File: src/rtl/adc_serial_capture_pkg.sv
// Shared constants for the SPI ADC capture front-end and the sample bank it feeds.
package adc_serial_capture_pkg;

    localparam int SAMPLE_WIDTH   = 12;
    localparam int DEF_CLK_DIV    = 4;
    localparam int DEF_FRAME_BITS = 16;
    localparam int DEF_DATA_BITS  = SAMPLE_WIDTH;

    localparam logic [2:0] ST_IDLE  = 3'd0;
    localparam logic [2:0] ST_SETUP = 3'd1;
    localparam logic [2:0] ST_SHIFT = 3'd2;
    localparam logic [2:0] ST_DONE  = 3'd3;
    localparam logic [2:0] ST_QUIET = 3'd4;

    typedef enum logic [2:0] {
        S_IDLE  = ST_IDLE,
        S_SETUP = ST_SETUP,
        S_SHIFT = ST_SHIFT,
        S_DONE  = ST_DONE,
        S_QUIET = ST_QUIET
    } state_t;

endpackage

File: src/rtl/adc_serial_capture_sclk_phase_counter.sv
// Half-period timer for the ADC serial clock; half_tick marks the last clk of each half.
module sclk_phase_counter
    import adc_serial_capture_pkg::*;
#(
    parameter int CLK_DIV = DEF_CLK_DIV
) (
    input  logic clk,
    input  logic rst,
    input  logic clear,
    output logic half_tick
);

    localparam int              CW   = $clog2(CLK_DIV);
    localparam logic [CW-1:0]   LAST = CW'(CLK_DIV - 1);

    logic [CW-1:0] count;

    // Free-running modulo-CLK_DIV counter, held at zero while cleared.
    always_ff @(posedge clk) begin
        if (rst || clear) begin
            count <= {CW{1'b0}};
        end else if (count == LAST) begin
            count <= {CW{1'b0}};
        end else begin
            count <= count + CW'(1);
        end
    end

    assign half_tick = (count == LAST);

endmodule

File: src/rtl/adc_serial_capture.sv
// SPI ADC frame capture: drives cs_n/sclk, shifts one frame in MSB-first and
// presents the low DATA_BITS as a sample with a one-cycle valid strobe.
module adc_serial_capture
    import adc_serial_capture_pkg::*;
#(
    parameter int CLK_DIV    = DEF_CLK_DIV,
    parameter int FRAME_BITS = DEF_FRAME_BITS,
    parameter int DATA_BITS  = DEF_DATA_BITS
) (
    input  logic                 clk,
    input  logic                 rst,
    input  logic                 start,
    input  logic                 sdata,
    output logic                 cs_n,
    output logic                 sclk,
    output logic                 busy,
    output logic [DATA_BITS-1:0] sample,
    output logic                 valid
);

    localparam int            BW       = $clog2(FRAME_BITS);
    localparam logic [BW-1:0] LAST_BIT = BW'(FRAME_BITS - 1);

    state_t                  state;
    logic [BW-1:0]           bit_cnt;
    logic [FRAME_BITS-1:0]   shreg;
    logic                    half_tick;
    logic                    phase_clear;

    // Holding the phase counter in IDLE and DONE aligns SETUP and QUIET to a fresh half-period.
    assign phase_clear = (state == S_IDLE) || (state == S_DONE);

    sclk_phase_counter #(
        .CLK_DIV (CLK_DIV)
    ) u_phase (
        .clk       (clk),
        .rst       (rst),
        .clear     (phase_clear),
        .half_tick (half_tick)
    );

    // Capture FSM; all outputs are registered and updated on state transitions.
    always_ff @(posedge clk) begin
        if (rst) begin
            state   <= S_IDLE;
            cs_n    <= 1'b1;
            sclk    <= 1'b0;
            busy    <= 1'b0;
            valid   <= 1'b0;
            sample  <= {DATA_BITS{1'b0}};
            bit_cnt <= {BW{1'b0}};
            shreg   <= {FRAME_BITS{1'b0}};
        end else begin
            valid <= 1'b0;
            case (state)
                S_IDLE: begin
                    sclk <= 1'b0;
                    if (start) begin
                        state <= S_SETUP;
                        cs_n  <= 1'b0;
                        busy  <= 1'b1;
                    end else begin
                        cs_n  <= 1'b1;
                        busy  <= 1'b0;
                    end
                end
                S_SETUP: begin
                    if (half_tick) begin
                        state   <= S_SHIFT;
                        bit_cnt <= LAST_BIT;
                    end
                end
                S_SHIFT: begin
                    if (half_tick) begin
                        if (!sclk) begin
                            // Rising sclk edge samples the bit the ADC set up on the previous fall.
                            sclk  <= 1'b1;
                            shreg <= (shreg << 1) | FRAME_BITS'(sdata);
                        end else begin
                            sclk <= 1'b0;
                            if (bit_cnt == {BW{1'b0}}) begin
                                state  <= S_DONE;
                                cs_n   <= 1'b1;
                                valid  <= 1'b1;
                                sample <= shreg[DATA_BITS-1:0];
                            end else begin
                                bit_cnt <= bit_cnt - BW'(1);
                            end
                        end
                    end
                end
                S_DONE: begin
                    state   <= S_QUIET;
                    bit_cnt <= BW'(1);
                end
                S_QUIET: begin
                    // Two half-periods of quiet time, counted down with the idle bit counter.
                    if (half_tick) begin
                        if (bit_cnt == {BW{1'b0}}) begin
                            state <= S_IDLE;
                            busy  <= 1'b0;
                        end else begin
                            bit_cnt <= bit_cnt - BW'(1);
                        end
                    end
                end
                default: begin
                    state <= S_IDLE;
                    cs_n  <= 1'b1;
                    sclk  <= 1'b0;
                    busy  <= 1'b0;
                end
            endcase
        end
    end

endmodule

File: config.mk
export PLATFORM = sky130hd
export DESIGN_NAME = adc_serial_capture
export DESIGN_NICKNAME = d
export VERILOG_FILES = /design/src/rtl/adc_serial_capture_pkg.sv /design/src/rtl/adc_serial_capture_sclk_phase_counter.sv /design/src/rtl/adc_serial_capture.sv
export SDC_FILE = /design/constraint.sdc
export NUM_CORES = 1
export LEC_CHECK = 0
export BUFFER_PORTS_ARGS = -buffer_cell sky130_fd_sc_hd__buf_2
export CAP_MARGIN = 25
export CORE_MARGIN = 3
export CORE_UTILIZATION = 56
export CTS_CLUSTER_SIZE = 12
export DETAILED_ROUTE_END_ITERATION = 16
export PLACE_DENSITY = 0.88
export SLEW_MARGIN = 15
export SYNTH_ARGS = -nofsm -noshare
export SYNTH_HDL_FRONTEND = slang
export SYNTH_SLANG_ARGS = --single-unit
File: constraint.sdc
create_clock -name clk -period 1.8 [get_ports clk]
set_input_delay 0.09 -clock clk [delete_from_list [all_inputs] [get_ports clk]]
set_output_delay 0.09 -clock clk [all_outputs]
set_load 0.05 [all_outputs]
==> flow_summary.ini, run 1 <==
[placed_design]
io_buffers = 19
gp_congestion = 0.883
dpl.hpwl_mm = 2.26

[sta]
slew_headroom_pct = 59.1
finalCriticalPeriod_ps = 1680
fin_crit_sh_pct = 93.4
grt_setup_unrepaired = true
tns_ps = 0
fin_worst_skew_ps = 9.09
setup_viol = 0
slew_violations = 0
fmax_ghz = 0.595
worst_pin_slew_ps = 613
hold_viol = 0

[clock_tree]
h-tree-depth = 2
clk_path_buf_depth = 2
clk_latency_ps = 350
path_clk_slew_ps = 120
clock-sinks = 37
cts_buffers = 5
cts_tree = built
clockRootBuffer = clkbuf_4

[power]
seq_power_share_pct = 55.0
p_comb_share_pct = 4.5
leakage_nw = 0.821
swShare_pct = 22.0
power_density_nw_per_um2 = 803
p_clk_share_pct = 40.5
peakVddDrop_uv = 968
p_switching_mw = 0.331
internal_power_mw = 1.18

[setup_path]
reg2regPathDepth = 7
endpoint_kind = flop
critical_path_class = flop to flop
crit_required_ps = 2010
cp_data_arrival_time_ps = 1890
r2r-end = sample[2]
start_kind = flop
r2r_setup_slack_ps = 120
cp_max_fo = 13
r2r-start = bit_cnt[0]

[logic_synthesis]
ys_ff_latch = 37
ys_warn_count = 0
synth.area.top_cells = dfxtp_1, mux2i_1, nor2_1
synth_top_area_share_pct = 45.3
synth_area_um2 = 1630
synthArstFlopShare_pct = 0
ys_seq_area_share_pct = 45.3
synth_enable_flop_cells = 0
synth_top_area_cell = dfxtp_1
synth_nets = 177
avgSynthCellArea_um2 = 9.56
ys_types = 46
synth.most_common_cell = dfxtp_1
synthTopCellsByCount = dfxtp_1, nor2_1, mux2i_1
syn_inst = 171
ys.flop_type = dfxtp_1

[global_route]
grt_pass1_vias = 1228
antenna_found_initial = 0
overflow = 0
grt_usage_pct = 21.2
grt_max_degree = 37
grt_pass1_wl_mm = 5.71

[die]
io_pins = 20
fp.dieArea_um2 = 3600
num_rows = 18
start_util_pct = 62.5
fp.coreArea_um2 = 2610
die_y_um = 60.0
fp.dieW_um = 60.0

[job]
drv_cap = 0

[drt]
detail_route.wl_per_cell_um = 14.5
first_pass_iters = 4
route.vias.total = 1319
routed_via_density = 5.86
drcViolationCount = 0
postRouteAntennaNets = 0
dr.first_iter.drc_count = 65
wl_mm = 3.27

[hold_path]
hp-class = input port to flop
hold_depth = 3
hold_end = cs_n
hold_start = start

[final_layout]
area_delta_synth_final_pct = 15.0
diodes = 0
nNetsFinal = 200
fin_util_pct = 71.9
drive_gt1_share_pct = 22.6

[run_status]
outcome = complete, no violations
-- worst max-delay path, cell delays in order (launching register included) --
cell,delay (ps)
dfxtp_1,330
inv_1,100
ha_2,210
nor3b_4,330
nand4_2,150
buf_6,200
mux2i_1,160
nor2_1,60
-- repair_timing --
action                                 CTS  global route
buffers inserted                         0             1
endpoints found under the hold margin    1             0
setup endpoints to repair                0            29
hold buffers                             1             0
resized for setup                        0             6
-- cell usage in the layout (no fill, tap or decap), drive strengths merged, types with 2 or more instances in the layout --
| master | Yosys | layout |
|---|---|---|
| dfxtp | 37 | 37 |
| nor3 | 3 | 3 |
| nand4 | 2 | 2 |
| buf | 7 | 27 |
| mux2i | 24 | 24 |
| ha | 2 | 2 |
| nor2 | 31 | 31 |
| clkbuf | 5 | 7 |
| nor2b | 2 | 2 |
| a21o | 2 | 2 |
| nor4b | 3 | 3 |
| a21oi | 6 | 6 |
| nand2 | 4 | 4 |
| inv | 8 | 8 |
| o22ai | 5 | 5 |
| nand4b | 2 | 2 |
| nand3 | 3 | 3 |
| o21ai | 5 | 5 |
-- per-stage QoR --
stage	hold WS, ps	worst slack, ps	power [mW]	instance area, µm²	instances
floorplan	237	52.2	0.899	1630	171
global placement	332	120	0.912	1760	215
detailed placement	349	47.2	0.913	1760	215
CTS	102	20.0	1.51	1860	224
global route	129	1.18	1.57	1880	225
finish	108	118	1.51	1880	225
-- how the worst max path moves through the flow --
stage,start,to
4_1_cts,u_phase.count[0],bit_cnt[0]
3_3_place_gp,u_phase.count[0],bit_cnt[0]
5_1_grt,bit_cnt[0],bit_cnt[0]
2_1_floorplan,sclk,bit_cnt[0]
6_report,bit_cnt[0],sample[2]
3_5_place_dp,bit_cnt[0],sample[5]
-- routing by layer --
metal  vias to the layer above  GRT usage (%)  part of all wire [%]
met4                         0           10.1                   2.2
met3                        10           4.54                   4.5
met2                        41           33.6                    48
li1                        655              -                     -
met1                       613           27.3                    45
met5                         -              0                     0
-- layout make-up --
| class | instances | area, µm² |
|---|---|---|
| Fill cell | 191 | 733 |
| Clock buffer | 7 | 55.1 |
| Multi-Input combinational cell | 114 | 803 |
| Clock inverter | 1 | 30.0 |
| Tap cell | 30 | 37.5 |
| Timing Repair Buffer | 28 | 181 |
| Sequential cell | 37 | 742 |
| Inverter | 8 | 30.0 |
-- power groups by stage --
stage,logic [mW],clock network (mW),registers [mW]
6_report,0.0677,0.611,0.830
5_1_grt,0.0736,0.661,0.831
4_1_cts,0.0665,0.616,0.830
3_5_place_dp,0.0646,0,0.848
3_3_place_gp,0.0639,0,0.848
2_1_floorplan,0.0405,0,0.859
-- sequential cells by signal, summed over array words and instances (netlist names) --
| register | flops |
|---|---|
| sample | 12 |
| shreg | 12 |
| bit_cnt | 4 |
| state | 3 |
| u_phase.count | 2 |
| busy | 1 |
| cs_n | 1 |
| sclk | 1 |
| valid | 1 |
-- logic make-up after synthesis --
kind of cell               share of synthesized area (%)
DFF                                                 45.3
xor gates and xnor gates                           0.536
buffers and inverters                               5.97
and+or+nand+nor                                     19.7
AOI/OAI and AO/OA                                   12.3
muxes                                               14.7
adders and majority gates                           1.53
Note: power is estimated with default switching activity, not from simulation.
==> run 2, diff against run 1 <==
Settings changed: SLEW_MARGIN 15 to 20.
Clock period 1.8 ns to 1.7 ns, I/O delays scaled along.
==> run 2 against run 1 <==
Against the previous run:
- die area stayed put
- critical path type unchanged
- via count is 4.3% higher
- sequential share of layout area is 2.5 points lower
- critical path depth stayed put
- largest cell class unchanged
- global-route usage is 0.64 points higher
- worst setup slack worse by 90 ps
- utilization is 5.5 points higher
- count of clock-buffer cells in the layout is 1 lower
- clock power is 6.2% higher
- sequential cell count stayed put
- register-to-register slack worse by 90 ps
- first-iteration DRC count is 48% higher
==> flow_summary.ini, run 2 (synthesis gave the netlist of run 1 again) <==
[run_status]
outcome = complete, no violations

[hold_path]
hp-class = input port to flop

[drt]
postRouteAntennaNets = 0
first_pass_iters = 4
drcViolationCount = 0
wl_mm = 3.73
detail_route.wl_per_cell_um = 16.0
route.vias.total = 1376
routed_via_density = 5.91
dr.first_iter.drc_count = 96

[clock_tree]
path_clk_slew_ps = 120
clk_path_buf_depth = 2
cts_buffers = 5
cts_tree = built
clockRootBuffer = clkbuf_4
clock-sinks = 37
h-tree-depth = 2
clk_latency_ps = 350

[final_layout]
area_delta_synth_final_pct = 23.8
diodes = 0
layout_commonest_cell = dfxtp_1
fin_area_um2 = 2020
nNetsFinal = 208
layout_common_cells = dfxtp_1, nor2_1, mux2i_1, buf_2, buf_4
fin_util_pct = 77.4
n_fill_cell = 179
reg_top3 = sample (12), shreg (12), bit_cnt (4)
drive_gt1_share_pct = 32.0

[sta]
fin_crit_sh_pct = 98.3
slew_headroom_pct = 62.2
fmax_ghz = 0.598
hold_slack_ps = 61.6
hold_viol = 0
setup_viol = 0
fin_worst_skew_ps = 13.6
fin_ws_ps = 28.1
worst_pin_slew_ps = 560
finalCriticalPeriod_ps = 1670
slew_violations = 0

[global_route]
grt_max_degree = 27
grt_usage_pct = 21.9
grt_pass1_vias = 1301
grt_pass1_wl_mm = 5.90
antenna_found_initial = 0
overflow = 0

[placed_design]
place_ws_ps = -12.5
dpl.hpwl_mm = 2.41
gp_congestion = 0.846
io_buffers = 19
placed_area_um2 = 1810

[die]
fp.coreArea_um2 = 2610
fp.dieArea_um2 = 3600
die_y_um = 60.0
start_util_pct = 62.5
num_rows = 18
fp.dieW_um = 60.0
io_pins = 20

[setup_path]
crit_required_ps = 1950
critical_path_class = flop to flop
cp_max_fo = 7
endpoint_kind = flop
cp_data_arrival_time_ps = 1920
start_kind = flop

[power]
seq_power_share_pct = 55.0
p_switching_mw = 0.361
swShare_pct = 22.4
p_comb_share_pct = 4.7
power_density_nw_per_um2 = 796
peakVddDrop_uv = 1130
p_clk_share_pct = 40.3
leakage_nw = 0.875
internal_power_mw = 1.25

[job]
drv_cap = 0
[run 2: final timing paths]
check,to,slack (ps),start,cells after the start
worst max-delay path,bit_cnt[3],30,bit_cnt[1],7
worst min-delay path,busy,60,rst,2
worst max register to register,bit_cnt[3],30,bit_cnt[1],7
worst min register to register,u_phase.count[0],450,u_phase.count[0],1
[run 2: cell type report]
cell class	count	area [µm²]	area share (%)
Sequential cell	37	748	37.0
Clock inverter	2	37.5	1.86
Clock buffer	6	51.3	2.54
Inverter	8	32.5	1.61
Timing Repair Buffer	36	241	11.9
Tap cell	30	37.5	1.86
Multi-Input combinational cell	114	875	43.2
[run 2: what timing repair did]
action                                  CTS  global route
resized for setup                         2            19
endpoints found under the hold margin     1             0
setup buffers                             0             4
pin swaps                                 0             6
endpoints found under the setup margin    2            29
hold buffers                              1             0
cloned                                    0             0
[run 2: worst max-delay path, cell delays in order (launching register included)]
cell,delay [ps]
dfxtp_2,350
inv_1,60
ha_4,160
nor3b_4,170
nand4b_1,320
buf_6,230
a22oi_2,190
o22ai_2,100
[run 2: power groups by stage]
| stage | clock network, mW | logic, mW | registers, mW |
|---|---|---|---|
| after floorplan | 0 | 0.0429 | 0.909 |
| after global placement | 0 | 0.0677 | 0.902 |
| after detailed placement | 0 | 0.0705 | 0.903 |
| after CTS | 0.664 | 0.0726 | 0.884 |
| after global routing | 0.702 | 0.0823 | 0.888 |
| final | 0.649 | 0.0762 | 0.886 |
[run 2: metal layers]
| metal | wire length, µm | GRT usage [%] |
|---|---|---|
| met5 | 0 | 0 |
| met1 | 1560 | 26.8 |
| met4 | 82 | 7.28 |
| met3 | 160 | 7.13 |
| met2 | 1930 | 36.0 |
[run 2: through the flow]
stage                     total power [mW]  instances  setup TNS (ps)
after floorplan                      0.952        171               0
after global placement               0.970        221               0
after detailed placement             0.974        221           -12.5
after CTS                             1.62        230           -8.69
after global routing                  1.67        233           -68.8
final                                 1.61        233               0
==> run 3, diff against run 2 <==
Settings changed: CTS_BUF_LIST set to sky130_fd_sc_hd__clkbuf_16, HOLD_SLACK_MARGIN set to 0.06.
==> run 3 against run 2 <==
Against the previous run:
- the flow now finishes with violations (negative setup slack)
- sequential power about the same
- count of clock-buffer cells in the layout down 1
- first-iteration DRC count up 25%
- largest power group is now clock
- final area up 5.0%
- maximum frequency down 2.8%
==> flow_summary.ini, run 3 (synthesis gave the netlist of run 1 again) <==
[setup_path]
reg2regPathDepth = 7
cp_max_fo = 7
r2r_setup_slack_ps = -20
critical_path_class = flop to flop
cp_data_arrival_time_ps = 1880
r2r-end = sample[6]
r2r-start = bit_cnt[0]
start_kind = flop
critPathBufInv = 2
crit_required_ps = 1860
cpPeakStageDelay_ps = 360
endpoint_kind = flop
worstPathCellList = inv_2 > ha_4 > nor3b_4 > nand4_4 > clkbuf_16 > mux2i_1 > nor2_1
crit_slowest_cell = nor3b_4
cp_top_family = simple AND/OR/NAND/NOR gates

[sta]
fin_ws_ps = -20.0
slew_headroom_pct = 59.4
setup_viol = 5
finalCriticalPeriod_ps = 1720
hold_viol = 0
tns_ps = -46.9
fmax_ghz = 0.581
fin_crit_sh_pct = 101
worst_pin_slew_ps = 605
hold_slack_ps = 122
fin_worst_skew_ps = 3.64
grt_setup_unrepaired = true
slew_violations = 0

[power]
peakVddDrop_uv = 1260
finalPower_mw = 2.01
leakage_nw = 0.900
power_density_nw_per_um2 = 948

[placed_design]
io_buffers = 19
place_ws_ps = -12.5
dpl.hpwl_mm = 2.41
gp_congestion = 0.846

[final_layout]
layout_commonest_cell = dfxtp_1
seq_area_um2 = 746
n_fill_cell = 142
layout_common_cells = dfxtp_1, nor2_1, mux2i_1, buf_2, buf_4
drive_gt1_share_pct = 31.6
nNetsFinal = 211
reg_top3 = sample (12), shreg (12), bit_cnt (4)
multi_input_area_um2 = 867
diodes = 0
area_delta_synth_final_pct = 30.0

[clock_tree]
clk_path_buf_depth = 2
clock-sinks = 37
clk_latency_ps = 280
h-tree-depth = 2
clockRootBuffer = clkbuf_16
cts_tree = built
cts_buffers = 5
path_clk_slew_ps = 50

[job]
drv_cap = 0

[die]
fp.dieW_um = 60.0
io_pins = 20
die_y_um = 60.0
fp.dieArea_um2 = 3600
num_rows = 18
fp.coreArea_um2 = 2610
start_util_pct = 62.5

[global_route]
antenna_found_initial = 0
overflow = 0
grt_usage_pct = 25.2
grt_pass1_vias = 1369
grt_max_degree = 27
grt_pass1_wl_mm = 6.53

[hold_path]
hold_depth = 2
hold_end = sample[9]
hp-class = input port to flop
hold_start = rst

[run_status]
outcome = finished with violations
violations = negative setup slack

[drt]
detail_route.wl_per_cell_um = 20.2
postRouteAntennaNets = 0
drcViolationCount = 0
route.vias.total = 1506
first_pass_iters = 4
dr.first_iter.drc_count = 120
routed_via_density = 6.38
wl_mm = 4.76
## run 3: changes by cell type in the layout (fill, tap and decap cells not counted), moves of 2 or more
cell       change
inv_1          -2
clkbuf_4       -5
inv_2          +3
buf_4          +3
clkbuf_16      +6
dfxtp_1        +2
dfxtp_2        -2
## run 3: area by class of cell
| type | instances | area share [%] |
|---|---|---|
| tap | 30 | 1.77 |
| clock inverter | 3 | 1.94 |
| inverter | 8 | 1.41 |
| timing repair buffer | 39 | 13.1 |
| multi-input combinational | 114 | 40.8 |
| clock buffer | 5 | 5.89 |
| sequential | 37 | 35.1 |
## run 3: what timing repair did
action	in CTS	in global routing
cloned	0	1
pin swaps	3	5
setup buffers	1	4
hold buffers	1	0
endpoints found under the hold margin	1	0
endpoints found under the setup margin	5	29
resized for setup	5	14
## run 3: how the worst max path moves through the flow
| stage | cells after the start | from | slack (ps) | to |
|---|---|---|---|---|
| global route | 7 | bit_cnt[0] | -90 | sample[10] |
| floorplan | 6 | bit_cnt[0] | 110 | bit_cnt[0] |
| global placement | 6 | u_phase.count[0] | 120 | shreg[4] |
| CTS | 6 | u_phase.count[0] | 6 | shreg[11] |
| finish | 7 | bit_cnt[0] | -20 | sample[6] |
| detailed placement | 6 | bit_cnt[0] | -10 | bit_cnt[0] |
## run 3: metal layers
metal	track usage, %	part of all wire (%)
met5	0	0
met4	18.4	6.9
met3	7.56	7.2
met2	40.4	49
met1	28.0	37
## run 3: report_power, final
part           total (mW)  internal (mW)  leakage [nW]  switching, mW
clock network        1.05          0.686        0.0775          0.361
logic              0.0791         0.0273         0.522         0.0518
registers           0.887          0.875         0.301         0.0118
total                2.01           1.59         0.900          0.424
## run 3: per-stage QoR
step	util, %	instance area, µm²	instances
floorplan	-	1640	171
global placement	69.3	1810	221
detailed placement	69.3	1810	221
CTS	76.8	2010	231
global route	81.3	2120	236
finish	81.3	2120	236
## run 3: worst reg2reg max path, delay by kind of cell (launching register included)
family	cells	cell delay [ps]
flip-flops	1	320
buffers and inverters	2	320
multiplexers	1	180
adder cells (fa/ha/maj)	1	150
AND/OR/NAND/NOR	3	640
